**src/rtl/mux_nto1_pipe.sv**
```systemverilog
// N-input, W-bit select with one registered output stage and a 2-entry skid buffer.
// Out-of-range selects fall back to the last input and travel with an error flag.
module mux_nto1_pipe #(
  parameter int WIDTH  = 32,
  parameter int NUM_IN = 8,
  parameter int SEL_W  = 3
) (
  input  logic                    clk,
  input  logic                    reset_n,
  input  logic [NUM_IN*WIDTH-1:0] in_data,
  input  logic [SEL_W-1:0]        in_sel,
  input  logic                    in_valid,
  output logic                    in_ready,
  output logic [WIDTH-1:0]        out_data,
  output logic                    out_err,
  output logic                    out_valid,
  input  logic                    out_ready
);

  typedef enum logic [1:0] {EMPTY, ONE, FULL} state_t;

  state_t           state_q;
  logic [WIDTH-1:0] outData_q;
  logic [WIDTH-1:0] skidData_q;
  logic             outErr_q;
  logic             skidErr_q;
  logic [WIDTH-1:0] selWord;
  logic             selErr;
  logic             acc;
  logic             pop;

  // Default is the out-of-range fallback; a matching in-range index overrides it.
  always_comb begin
    selWord = in_data[(NUM_IN-1)*WIDTH +: WIDTH];
    selErr  = 1'b1;
    for (int k = 0; k < NUM_IN; k++) begin
      if (int'(in_sel) == k) begin
        selWord = in_data[k*WIDTH +: WIDTH];
        selErr  = 1'b0;
      end
    end
  end

  assign in_ready  = reset_n & (state_q != FULL);
  assign out_valid = (state_q != EMPTY);
  assign out_data  = outData_q;
  assign out_err   = outErr_q;
  assign acc       = in_valid & in_ready;
  assign pop       = out_valid & out_ready;

  always_ff @(posedge clk) begin
    if (!reset_n) begin
      state_q    <= EMPTY;
      outData_q  <= '0;
      outErr_q   <= 1'b0;
      skidData_q <= '0;
      skidErr_q  <= 1'b0;
    end else begin
      case (state_q)
        EMPTY: begin
          if (acc) begin
            state_q   <= ONE;
            outData_q <= selWord;
            outErr_q  <= selErr;
          end
        end
        ONE: begin
          if (acc && pop) begin
            outData_q <= selWord;
            outErr_q  <= selErr;
          end else if (acc) begin
            // Consumer stalled: park the new word behind the one on the output.
            state_q    <= FULL;
            skidData_q <= selWord;
            skidErr_q  <= selErr;
          end else if (pop) begin
            state_q <= EMPTY;
          end
        end
        FULL: begin
          if (pop) begin
            state_q   <= ONE;
            outData_q <= skidData_q;
            outErr_q  <= skidErr_q;
          end
        end
        default: state_q <= EMPTY;
      endcase
    end
  end

endmodule

```
**config.mk**
```make
export PLATFORM = sky130hd
export DESIGN_NAME = mux_nto1_pipe
export DESIGN_NICKNAME = d
export VERILOG_FILES = /design/src/rtl/mux_nto1_pipe.sv
export SDC_FILE = /design/constraint.sdc
export NUM_CORES = 1
export LEC_CHECK = 0
export BUFFER_PORTS_ARGS = -buffer_cell sky130_fd_sc_hd__buf_2
export CAP_MARGIN = 20
export CORE_MARGIN = 4
export CORE_UTILIZATION = 45
export CTS_CLUSTER_DIAMETER = 80
export DETAILED_ROUTE_END_ITERATION = 16
export PLACE_DENSITY = 0.81
export SETUP_SLACK_MARGIN = 0.05
export SYNTH_ARGS = -nofsm -noshare
export SYNTH_HDL_FRONTEND = slang
export SYNTH_SLANG_ARGS = --single-unit
```
**constraint.sdc**
```tcl
create_clock -name clk -period 1.9 [get_ports clk]
set_input_delay 0 -clock clk [delete_from_list [all_inputs] [get_ports clk]]
set_output_delay 0 -clock clk [all_outputs]
set_load 0.02 [all_outputs]
```
-- Word level (Yosys, flattened, before mapping)
Index checks and enable logic that the tools add are counted.
- equal/unequal tests: 15
- mux-type cells: 30
- bitwise operators: 4
- reduce and logical (&&, ||, !) cells: 8
- operators by type and width (cell ; count):
    $mux W32 ; 11
    $pmux W32 S3 ; 1
    $eq A3 B3 Y1 const B ; 4
    $mux W1 ; 11
    $mux W2 ; 5
    $ne A2 B2 Y1 const B ; 5
    $reduce_and A4 Y1 ; 2
    $eq A3 B2 Y1 const B ; 2
    $pmux W2 S3 ; 1
    $and A1 B1 Y1 ; 3
    $eq A3 B1 Y1 const B ; 1
    $logic_not A3 Y1 ; 1
    $ne A3 B3 Y1 const B ; 1
    $pmux W1 S3 ; 1
    $reduce_and A3 Y1 ; 1
    $reduce_bool A3 Y1 ; 1
    $eq A2 B1 Y1 const B ; 1
    $eq A2 B2 Y1 const B ; 1
    $logic_not A2 Y1 ; 1
    $reduce_bool A2 Y1 ; 1
    $logic_and A1 B1 Y1 ; 1
    $not A1 Y1 ; 1
- bits in registers: 68
- input port bits: 263
- output and inout bits: 35
- word-level logic and storage cells: 62

-- Logic depth before layout (Yosys ltp)
- word-level depth: 11
- depth in mapped cells: 9
- depth with buffers taken out: 5

-- Worst setup path after synthesis
OpenSTA, ideal clock, no wires.
- path type: reg-to-reg
- start point: reg state_q[1]
- end point: reg outData_q[22] (netlist: out_data[22])
- setup time: 137 ps
- arrival: 1364 ps
- required time: 1763 ps
- slack: 398 ps
- cell stages (with the launch flop): 8
- buffers on the path: 3
- period minus slack after synthesis: 1502 ps
- path through: dfxtp_1 -> buf_2 -> nand3b_1 -> a21oi_1 -> a21o_1 -> buf_2 -> clkbuf_1 -> o221ai_1
- word-level cells in the longest chain between the ends: 6
- elaborated cells between the ends (all ways): 15
- classes of those cells: 6 x eq/ne; 1 x mux; 3 x bitwise; 5 x reduce/logical
- RTL lines (what ; RTL line ; source):
    start: declaration ; 22 ; state_t state_q;
    start signal: assignment ; 53 ; state_q <= EMPTY;
    start signal: assignment ; 62 ; state_q <= ONE;
    start signal: assignment ; 73 ; state_q <= FULL;
    $ne A2 B2 Y1 ; 44 ; assign in_ready = reset_n & (state_q != FULL);
    $and A1 B1 Y1 ; 44 ;
    $and A1 B1 Y1 ; 48 ; assign acc = in_valid & in_ready;
    $logic_and A1 B1 Y1 ; 68 ; if (acc && pop) begin
    $ne A2 B2 Y1 (no source line) ; -- ;
    $reduce_and A4 Y1 (no source line) ; -- ;
    end signal: assignment ; 63 ; outData_q <= selWord;
    end signal: assignment ; 69 ; outData_q <= selWord;
    end signal: assignment ; 83 ; outData_q <= skidData_q;
    end: declaration ; 23 ; logic [WIDTH-1:0] outData_q;
Parallel ways exist; a longest one is shown, timed or not.
A chain may end at the register's enable or synchronous reset.

-- Worst setup path in the final report
- start point: reg state_q[1]
- end point: reg outData_q[12] (netlist: out_data[12])
Same word-level chain as after synthesis.

==> key figures <==
Detailed routing
  • Initial DRC count: 442
  • DR DRC count: 0
  • Number of nets with antenna violations after routing: 0
  • Wire per inst: 19.0 um
  • Wirelength, routed: 19400 um
  • DR vias: 5940
  • Via density: 5.81
  • First-pass DRT Iterations: 5

Job
  • Max cap viols: 0

CTS
  • Clk root buf: clkbuf_16
  • TritonCTS clock tree: yes
  • # hold bufs at CTS: 1
  • Post-CTS setup buffer count: 0
  • Clock Latency Late Sink: 320 ps
  • Worst-path clk slew: 50 ps
  • CTS H-tree depth: 3
  • Max clock buf depth: 2
  • CTS buffer count: 9
  • Clk sinks: 68
  • CTS resizes: 0

Worst setup path
  • Slowest library cell on the worst path: dfxtp_1
  • Critical path launch point: state_q[1]
  • CP Capture Type: flip-flop
  • Max FO, Critical Path: 32
  • CP peak stage delay: ~380 ps
  • Critical path, cell by cell: nand3b_1 > a21oi_1 > a21o_2 > buf_12 > o21ai_0 > a31oi_1
  • CP arrival: 1930 ps
  • Launch point of the worst reg-to-reg path: state_q[1]
  • CP Data Required Time: 2140 ps
  • CP startpoint kind: flip-flop
  • Type of the worst setup path: flip-flop to flip-flop
  • Register-to-register path setup slack: 210 ps

Final layout
  • Commonest non-fill, non-tap cell in the layout: buf_2
  • Nets: 1138
  • Synth-to-Final Area Change: 34.5%
  • Most frequent cells in the layout: buf_2, dfxtp_1, nand2_1, mux2i_1, o21ai_0
  • Layout filler cell count: 1004
  • Post-Route Utilization: 0.620
  • Fin cells: 1022
  • Layout cells sized above 1: 0.434

Timing
  • Setup_tns: 0 ps
  • Slew Limit Headroom: 0.683
  • Final hold vios: 0
  • Skew final: roughly 3.8 ps
  • Final Cycle Share: 0.887
  • Fmax: 593 MHz
  • Final hold slack: 23.7 ps
  • RSZ-0062 raised after global routing: no
  • Worst Max-Slew Pin Slew: 475 ps
  • Tmin final: 1690 ps
  • Final slew viol count: 0
  • Final setup vio count: 0

Logic synthesis
  • Seq/Total Area, Yosys: 0.258
  • Syn Nets: between 800 and 900
  • Yosys cell types: between 40 and 50
  • Share of the synthesized area in the top cell type: 0.258
  • Cell taking the most area after synthesis: dfxtp_1
  • Synth top area cells: dfxtp_1, mux2i_1, mux4_2, mux4_1, nand2_1
  • Mapped Area: ~0.0053 mm^2
  • Avg Cell Area, Syn: 8.68 um^2
  • Post-Syn Instances: around 610
  • Register bit total from synthesis: 68
  • Synth Warn #: 0

Pwr
  • PD cells: 622 mW/mm^2
  • Leakage power: 3.27 nW
  • Maximum vdd drop: 525 uV

Global routing
  • First-pass GRT wire length: around 29000 um
  • Antenna violations before repair: 1
  • Pin count of the biggest net entering global routing: 47
  • Vias in the first global route: 5610
  • GRT overflow: 0
  • Total GRT Usage: 0.272

Die
  • Initial Util: 0.461
  • FP Rows: 39
  • Die extent in x: 116 um
  • Core Region: 0.0114 mm^2
  • Die area: 0.0135 mm^2
  • Die Height: between 100 and 150 um
  • Io pins: slightly below 300

Placed design
  • Placed Cells: roughly 1000
  • Count of buffers inserted at the top-level ports: a little under 300
  • Gpl congestion: 0.914
  • HPWL after DPL: ~15000 um

Hold path
  • Hold_sp: in_valid
  • Tightest Hold Check Type: input port to flip-flop

Run status
  • Status: finished clean
==> kinds of logic after synthesis <==
logic type | synth area share
buffers and inverters | 0.0834
AOI/OAI and AO/OA | 0.243
and+or+nand+nor | 0.164
DFF | 0.258
muxes | 0.251
==> path summary, 6_finish.rpt <==
kind,end,cells after the start
min,state_q[1],3
min reg2reg,skidData_q[12],2
max reg2reg,out_data[12],6
max,out_data[12],6
==> metrics by stage <==
stage	power [mW]	instance area (um^2)	setup slack, ps
floorplan	2.37	5270	398
global placement	2.88	6800	267
detailed placement	2.90	6800	231
CTS	4.42	7080	210
global route	4.62	7080	67.4
finish	4.41	7080	214
==> metal layers <==
metal,vias to the layer above,wire length (um),share of wire,global-route usage
met5,-,0,0,0
met4,0,527,0.027,0.0959
met3,40,1550,0.080,0.0544
met2,287,9100,0.47,0.417
met1,2763,8200,0.42,0.383
li1,2850,-,-,-
==> where the power goes <==
| part | switching (mW) | internal [mW] |
|---|---|---|
| Combinational | 0.695 | 0.633 |
| Clock | 0.546 | 0.969 |
| Sequential | 0.0510 | 1.51 |
==> area by class of cell <==
class / instances / area [um^2] / share of cell area
diodes: 1 / 2.50 / 0.000353
clock inverters: 2 / 10.0 / 0.00141
flip-flops and latches: 68 / 1360 / 0.192
well taps: 143 / 179 / 0.0253
repair buffers: 324 / 1780 / 0.252
multi-input cells: 469 / 3470 / 0.490
clock buffers: 12 / 267 / 0.0376
inverters: 3 / 11.3 / 0.00159
==> synthesized netlist by cell type (all sizes together) <==
master and n:
nor2b 19, o21a 2, and2 1, nand3 32, a22oi 16, mux2i 48
a2111oi 1, clkbuf 24, dfxtp 68, a31oi 18, a21oi 44, and4b 2
o221ai 4, nand4 2, and3 3, a211oi 13, inv 3, o22ai 3
nand2 67, mux2 19, mux4 26, buf 43, nand2b 4, nor3 19
a32oi 17, nand3b 3, o2111ai 8, or2 3, o211ai 6, o21ai 46
o22a 1, or3b 2, nor3b 4, a21o 18, nor2 18
==> critical path: cells and delay by family, from the launching register on <==
family	cells	cell delay [ps]
AO/OA/AOI/OAI	4	790
buffers and inverters	1	220
flip-flops	1	380
AND/OR/NAND/NOR	1	220
==> state kept, by name, indices dropped and copies added (netlist names) <==
| name | count |
|---|---|
| state_q | 2 |
| skidErr_q | 1 |
| out_err | 1 |
| skidData_q | 32 |
| out_data | 32 |
Power figures use the tool's default switching activity.
